--- src/rtl/qos_stream_arbiter.sv ---
`default_nettype none
// ============================================================================
// Module   : qos_stream_arbiter
// Function : Packet-locked N-to-1 stream arbiter, QoS priority (0 = urgent)
//            with round-robin tie-break among equal-rank streams.
// Revision : 1.0
// ============================================================================
module qos_stream_arbiter #(
  parameter int DATA_WIDTH   = 8,
  parameter int QOS_WIDTH    = 4,
  parameter int STREAM_COUNT = 2,
  parameter int ID_WIDTH     = $clog2(STREAM_COUNT)
) (
  input  logic                                 clk,
  input  logic                                 rst_n,
  input  logic [STREAM_COUNT*DATA_WIDTH-1:0]   s_data_i,
  input  logic [STREAM_COUNT*QOS_WIDTH-1:0]    s_qos_i,
  input  logic [STREAM_COUNT-1:0]              s_last_i,
  input  logic [STREAM_COUNT-1:0]              s_valid_i,
  output logic [STREAM_COUNT-1:0]              s_ready_o,
  output logic [DATA_WIDTH-1:0]                m_data_o,
  output logic [QOS_WIDTH-1:0]                 m_qos_o,
  output logic [ID_WIDTH-1:0]                  m_id_o,
  output logic                                 m_last_o,
  output logic                                 m_valid_o,
  input  logic                                 m_ready_i
);

  localparam logic [0:0]        c_ST_IDLE = 1'b0;
  localparam logic [0:0]        c_ST_BUSY = 1'b1;
  localparam logic [ID_WIDTH:0] c_STREAMS = (ID_WIDTH+1)'(STREAM_COUNT);

  logic [0:0]            r_state;
  logic [0:0]            w_state_nxt;
  logic [ID_WIDTH-1:0]   r_grant_id;
  logic [QOS_WIDTH-1:0]  r_grant_qos;
  logic [ID_WIDTH-1:0]   r_rr_ptr;

  logic [QOS_WIDTH-1:0]  w_qos  [STREAM_COUNT];
  logic [DATA_WIDTH-1:0] w_data [STREAM_COUNT];

  logic                  w_found;
  logic [ID_WIDTH-1:0]   w_win_id;
  logic [QOS_WIDTH-1:0]  w_win_qos;
  logic                  w_g_valid;
  logic                  w_g_last;
  logic [DATA_WIDTH-1:0] w_g_data;
  logic [ID_WIDTH:0]     w_ptr_inc;
  logic [ID_WIDTH-1:0]   w_next_ptr;
  logic                  w_arb_load;
  logic                  w_pkt_done;

  for (genvar g = 0; g < STREAM_COUNT; g++) begin : g_lane
    assign w_qos[g]  = s_qos_i[g*QOS_WIDTH +: QOS_WIDTH];
    assign w_data[g] = s_data_i[g*DATA_WIDTH +: DATA_WIDTH];
  end

  // QoS 0 is urgent and beats any nonzero value; otherwise larger wins.
  function automatic logic outranks(input logic [QOS_WIDTH-1:0] a,
                                    input logic [QOS_WIDTH-1:0] b);
    if ((a == '0) != (b == '0)) return (a == '0);
    return (a > b);
  endfunction

  // Strict "outranks" keeps the first equal-rank stream found from r_rr_ptr.
  always_comb begin
    logic [ID_WIDTH:0] idx;
    w_found   = 1'b0;
    w_win_id  = '0;
    w_win_qos = '0;
    for (int k = 0; k < STREAM_COUNT; k++) begin
      idx = {1'b0, r_rr_ptr} + (ID_WIDTH+1)'(k);
      if (idx >= c_STREAMS) idx = idx - c_STREAMS;
      if (s_valid_i[idx[ID_WIDTH-1:0]] &&
          (!w_found || outranks(w_qos[idx[ID_WIDTH-1:0]], w_win_qos))) begin
        w_found   = 1'b1;
        w_win_id  = idx[ID_WIDTH-1:0];
        w_win_qos = w_qos[idx[ID_WIDTH-1:0]];
      end
    end
  end

  always_comb begin
    w_g_valid = 1'b0;
    w_g_last  = 1'b0;
    w_g_data  = '0;
    for (int i = 0; i < STREAM_COUNT; i++) begin
      if (r_grant_id == ID_WIDTH'(i)) begin
        w_g_valid = s_valid_i[i];
        w_g_last  = s_last_i[i];
        w_g_data  = w_data[i];
      end
    end
  end

  assign w_ptr_inc  = {1'b0, r_grant_id} + (ID_WIDTH+1)'(1);
  assign w_next_ptr = (w_ptr_inc >= c_STREAMS) ? '0 : w_ptr_inc[ID_WIDTH-1:0];
  assign w_arb_load = (r_state == c_ST_IDLE) && w_found;
  assign w_pkt_done = (r_state == c_ST_BUSY) && w_g_valid && m_ready_i && w_g_last;

  always_ff @(posedge clk or negedge rst_n) begin
    if (!rst_n) begin
      r_state     <= c_ST_IDLE;
      r_grant_id  <= '0;
      r_grant_qos <= '0;
      r_rr_ptr    <= '0;
    end else begin
      r_state <= w_state_nxt;
      if (w_arb_load) begin
        r_grant_id  <= w_win_id;
        r_grant_qos <= w_win_qos;
      end
      if (w_pkt_done) r_rr_ptr <= w_next_ptr;
    end
  end

  always_comb begin
    w_state_nxt = r_state;
    case (r_state)
      c_ST_IDLE: if (w_found)    w_state_nxt = c_ST_BUSY;
      c_ST_BUSY: if (w_pkt_done) w_state_nxt = c_ST_IDLE;
      default:                   w_state_nxt = c_ST_IDLE;
    endcase
  end

  always_comb begin
    m_valid_o = 1'b0;
    m_data_o  = '0;
    m_last_o  = 1'b0;
    s_ready_o = '0;
    if (r_state == c_ST_BUSY) begin
      m_valid_o = w_g_valid;
      if (w_g_valid) begin
        m_data_o = w_g_data;
        m_last_o = w_g_last;
      end
      for (int i = 0; i < STREAM_COUNT; i++) begin
        s_ready_o[i] = m_ready_i && (r_grant_id == ID_WIDTH'(i));
      end
    end
  end

  assign m_id_o  = r_grant_id;
  assign m_qos_o = r_grant_qos;

endmodule
`default_nettype wire

--- config.mk ---
export PLATFORM = sky130hd
export DESIGN_NAME = qos_stream_arbiter
export DESIGN_NICKNAME = d
export VERILOG_FILES = /design/src/rtl/qos_stream_arbiter.sv
export SDC_FILE = /design/constraint.sdc
export NUM_CORES = 1
export LEC_CHECK = 0
export ABC_AREA = 1
export BUFFER_PORTS_ARGS = -buffer_cell sky130_fd_sc_hd__buf_2
export CAP_MARGIN = 5
export CORE_UTILIZATION = 44
export DETAILED_ROUTE_END_ITERATION = 12
export PLACE_DENSITY_LB_ADDON = 0.3
export SETUP_SLACK_MARGIN = 0.1
export SKIP_CTS_REPAIR_TIMING = 1
export SLEW_MARGIN = 20
export SYNTH_ARGS = -nofsm -noshare
export SYNTH_HDL_FRONTEND = slang
export SYNTH_SLANG_ARGS = --single-unit
--- constraint.sdc ---
create_clock -name clk -period 2.5 [get_ports clk]
set_input_delay 0.5 -clock clk [delete_from_list [all_inputs] [get_ports clk]]
set_output_delay 0.5 -clock clk [all_outputs]
set_load 0.05 [all_outputs]
* After elaboration in Yosys (flattened, before gate mapping)
Index checks and enable logic that the tools add are counted.
** Operators by class
- Add/subtract/negate cells :: 4
- Magnitude comparators :: 8
- Equal/unequal tests :: 1
- Mux-type cells :: 34
- Bitwise operators :: 4
- Reduce and logical (&&, ||, !) cells :: 11
** Operators by type and width (number)
- 2-to-1 mux 4 bit :: 8
- 2-to-1 mux 8 bit :: 3
- 2-to-1 mux 1 bit :: 21
- >= comparator 2 bit (second input constant) :: 4
- logical NOT 4 bit :: 2
- logical AND 1 bit :: 7
- adder 1 x 1 -> 2 bit (second input constant) :: 2
- > comparator 4 bit :: 1
- < comparator 1 x 2 -> 1 bit (second input constant) :: 2
- inverter 1 -> 2 bit :: 2
- >= comparator 1 x 2 -> 1 bit (second input constant) :: 1
- 2-to-1 mux 2 bit :: 1
- inverter 1 bit :: 2
- one-hot mux 1 bit (2 select lines) :: 1
- subtractor 1 bit (second input constant) :: 2
- logical NOT 1 bit :: 1
- logical OR 1 bit :: 1
- != test 1 bit :: 1
** Word-level totals
- Register bits after elaboration :: 7
- Input port bits :: 31
- Output and inout bits :: 17
- Word-level logic and storage cells :: 66

* Logic depth before layout (Yosys ltp)
- Word-level depth :: 16
- Gate-level depth with buffers :: 15

* Worst setup path after synthesis
No wires, ideal clock.
- Path kind :: register -> output
- Start point :: reg r_grant_id (netlist: m_id_o)
- End point :: out s_ready_o[0]
- Arrival time :: 1986 ps
- Data required time :: 2000 ps
- Slack :: 14 ps
- Stages on the path, launching flop included :: 3
- Path buffers :: 1
- Path through :: dfrtp_1 > clkbuf_1 > nor3_1
** Between the ends
- Word-level cells in the longest chain between the ends :: 3
** Ends and longest elaborated chain
- start, declared :: RTL line 35 : logic [ID_WIDTH-1:0] r_grant_id;
- start signal, assigned :: RTL line 110 : r_grant_id <= w_win_id;
- inverter 1 bit :: RTL line 138 : s_ready_o[i] = m_ready_i && (r_grant_id == ID_WIDTH'(i));
- logical AND 1 bit :: RTL line 138
- 2-to-1 mux 2 bit :: RTL line 131 : if (r_state == c_ST_BUSY) begin
- end, declared :: RTL line 20 : output logic [STREAM_COUNT-1:0] s_ready_o,
Every way passes these cells.

* Worst setup path after layout
- Start point :: reg r_rr_ptr
- End point :: reg r_grant_qos[1] (netlist: m_qos_o[1])
** Between the ends
- Word-level cells in the longest chain between the ends :: 15
- Elaborated cells between the ends (all ways) :: 34
- Those cells by class :: 3 x add/sub; 3 x order compare; 1 x eq/ne; 19 x mux; 2 x bitwise; 6 x reduce/logical
** Ends and longest elaborated chain
- start, declared :: RTL line 37 : logic [ID_WIDTH-1:0] r_rr_ptr;
- start signal, assigned :: RTL line 113 : if (w_pkt_done) r_rr_ptr <= w_next_ptr;
- adder 1 x 1 -> 2 bit, or another cell as far along :: RTL line 72 : idx = {1'b0, r_rr_ptr} + (ID_WIDTH+1)'(k);
- >= comparator 2 bit, or another cell as far along :: RTL line 73 : if (idx >= c_STREAMS) idx = idx - c_STREAMS;
- 2-to-1 mux 1 bit / inverter 1 -> 2 bit (equally long branches) :: RTL line 73, 78
- inverter 1 -> 2 bit (implied by the code) / 2-to-1 mux 4 bit (equally long branches) :: RTL line 75, 78
- 2-to-1 mux 4 bit, on equally long branches (2 in a row) :: RTL line 75, 78
- 2-to-1 mux 4 bit, on equally long branches :: RTL line 75, 78, 74
- logical NOT 4 bit :: RTL line 61 : if ((a == '0) != (b == '0)) return (a == '0);
- != test 1 bit :: RTL line 61
- 2-to-1 mux 1 bit :: RTL line 61
- 2-to-1 mux 1 bit :: RTL line 62 : return (a > b);
- logical OR 1 bit :: RTL line 75 : (!w_found || outranks(w_qos[idx[ID_WIDTH-1:0]], w_win_qos))) begin
- logical AND 1 bit :: RTL line 74 : if (s_valid_i[idx[ID_WIDTH-1:0]] &&
- 2-to-1 mux 1 bit :: RTL line 74
- logical AND 1 bit :: RTL line 98 : assign w_arb_load = (r_state == c_ST_IDLE) && w_found;
- end signal, assigned :: RTL line 111 : r_grant_qos <= w_win_qos;
- end, declared :: RTL line 36 : logic [QOS_WIDTH-1:0] r_grant_qos;
Several ways; a longest one is shown, not always the timed one. The select of a mux whose other input is x is not followed.
A chain may end at the register's enable or synchronous reset.

==> results.toml <==
[run_status]
outcome = "finished clean"

[yosys]
yosys.area.top_type = "nand2_1"
yosys-top-cells-area = "nand2_1, dfrtp_1, a21oi_1, nand2_2, ha_1"
synthFlopType = "dfrtp_1"
yosysMostFrequentCell = "nand2_1"
synth-adder-area-share_pct = 5.87
syn-num-nets = 177
ys_async_sr_fraction_pct = 100
ys_types = 21
synth.area.mux_share_pct = 0
avgSynthCellArea_um2 = 6.01
synth_top_family_by_area = "simple AND/OR/NAND/NOR gates"
ys_seq_elements = 7
synthSimpleGateAreaFrac_pct = 52.8
synth_top_area_share_pct = 27.3
synthTopCellsByCount = "nand2_1, a21oi_1, inv_1"
syn_inst = 142
seq_area_frac_synth_pct = 20.5
synthXorXnorAreaFrac_pct = 0
synth_compound_area_share_pct = 12.0
synth-edff-count = 0
synth_warnings = 0
syn_area_um2 = 853

[cts]
clock_path_buffers = 2
cts.sinks = 7
cts-root-buf = "clkbuf_4"
cts_tree = "yes"
h-tree-depth = 1
clkTransAtPathRegs_ns = 0.05
cts_buffers = 3
clk_latency_ns = 0.25

[worst_setup_path]
reg2reg_depth = 14
crit_fanout = 12
timing.rr.start = "r_rr_ptr"
worstSetupStartpointType = "flip-flop"
path_class = "flip-flop to flip-flop"
end_kind = "flip-flop"
critPathRequiredTime_ns = 2.69
cp.arrival_ns = 2.35
rrSetupSlack_ns = 0.34
r2r-end = "m_qos_o[1]"

[sta]
finalHoldViolCount = 0
relSlewSlack_pct = 73.4
fmax_mhz = 463
clock_skew_ns = 0.000592
grt_setup_unrepaired = "false"
slew_viol_final = 0
setup_tns_ns = 0
tightest_slew_ns = 0.399
period_share_pct = 86.5
period_minus_slack_ns = 2.16
setup_viol = 0

[floorplanning]
rows = 15
fp.dieH_um = 46.0
fp.dieW_um = 46.0
design.core.area_um2 = 1760
ios = 48
fp.dieArea_um2 = 2120
initial_core_util_pct = 48.4

[job]
drv_cap = 0

[power]
peakVddDrop_v = 0.000754
p_clk_share_pct = 6.6
switchingPower_mw = 1.01
leakagePower_nw = 0.707
combPwrFrac_pct = 77.9
intPower_mw = 0.566
report.power.total_mw = 1.58
swShare_pct = 64.1
seqPwrFrac_pct = 15.5
p_per_area_nw_per_um2 = 1380

[layout]
fin_cells = 216
n_antenna_cell = 0
layout-drive-gt1-share_pct = 40.8
layout.nets = 227
fill_cells = 178
area_growth_pct = 33.9
utilization_pct = 64.8
multi_input_comb_area_um2 = 613
regArea_um2 = 176

[global_route]
grt.total_usage_pct = 20.6
antenna_found_initial = 0
grt_pass1_vias = 793
gr-total-overflow = 0
grt_max_degree = 17
grt_pass1_wl_mm = 3.22

[routing]
routed_wl_mm = 2.09
drt_first_iter_violations = 21
drc = 0
routed_via_density = 4.69
via_count = 1012
drtAntennaViolNets = 0
drt_first_pass_iters = 4
wl_per_cell_um = 9.69

[place]
place_hpwl_mm = 1.75
io_buffers = 47
dp.cells = 212
gp_congestion = 0.905

[worst_hold_path]
hold_class = "input pin to async pin"
power groups by stage:
stage,logic (mW),registers [mW],clock network (mW)
after floorplan,0.918,0.331,0
after global placement,1.21,0.241,0
after detailed placement,1.23,0.244,0
after CTS,1.24,0.242,0.107
after global routing,1.34,0.255,0.117
final,1.23,0.245,0.103
layout make-up:
cell class | instances | share of cell area, %
multi-input combinational | 117 | 53.7
timing repair buffer | 47 | 20.6
sequential | 7 | 15.4
inverter | 16 | 5.26
tap | 25 | 2.74
clock buffer | 4 | 2.30
layer usage:
layer	GRT usage, %	up-vias	wire length, µm
met5	0	-	0
met2	34.6	39	976
met3	5.95	0	186
met1	26.1	433	930
met4	3.53	0	0
li1	-	540	-
cell families after synthesis:
logic type	count (synthesis)
flip-flops	7
buffers and inverters	18
AND/OR/NAND/NOR	95
adder cells (fa/ha/maj)	4
AO/OA/AOI/OAI	18
per-stage QoR:
stage / area (µm²) / setup slack (ns) / hold slack [ns]
global placement: 1110 / 0.400 / 0.338
detailed placement: 1110 / 0.333 / 0.339
floorplan: 863 / 0.0977 / 0.204
global route: 1140 / 0.137 / 0.0653
CTS: 1140 / 0.183 / 0.0642
finish: 1140 / 0.339 / 0.0666
worst max-delay path, cell delays in order, from the launching register on:
cell	delay [ns]
dfrtp_1	0.50
inv_2	0.23
nand2_4	0.07
nand2_4	0.09
nand2_2	0.08
ha_1	0.30
nand2_1	0.06
o21bai_1	0.15
a21oi_1	0.16
nand2_2	0.08
nand2_4	0.10
nand2_4	0.07
nand2_1	0.08
nand3_1	0.06
nand2_1	0.07
sequential cells by signal (all words and copies together) (netlist names):
signal,count
m_id_o,1
m_qos_o,4
r_rr_ptr,1
r_state,1
worst max-delay path by stage:
stage	depth (start not counted)	slack [ns]	to	startpoint
floorplan	3	0.1	m_data_o[0]	m_id_o
global placement	14	0.40	m_qos_o[1]	s_valid_i[1]
detailed placement	15	0.33	m_qos_o[3]	r_rr_ptr
CTS	5	0.18	m_last_o	m_id_o
global route	14	0.14	m_qos_o[2]	r_rr_ptr
finish	14	0.34	m_qos_o[1]	r_rr_ptr
placed cells by master, fill, tap and decap left out:
master	count
a21oi_2	1
nand2_4	4
nor2_4	2
nor2_2	2
dfrtp_1	6
clkinv_1	1
ha_1	4
clkbuf_4	3
inv_2	4
o21bai_1	1
inv_1	11
nand2_1	62
nand2_2	10
nand3_2	1
clkbuf_1	1
buf_2	47
o21ai_1	2
nand3_1	8
dfrtp_2	1
nor3_2	2
a21oi_1	13
nor2_1	4
o21bai_2	1
Power figures use the tool's default switching activity.
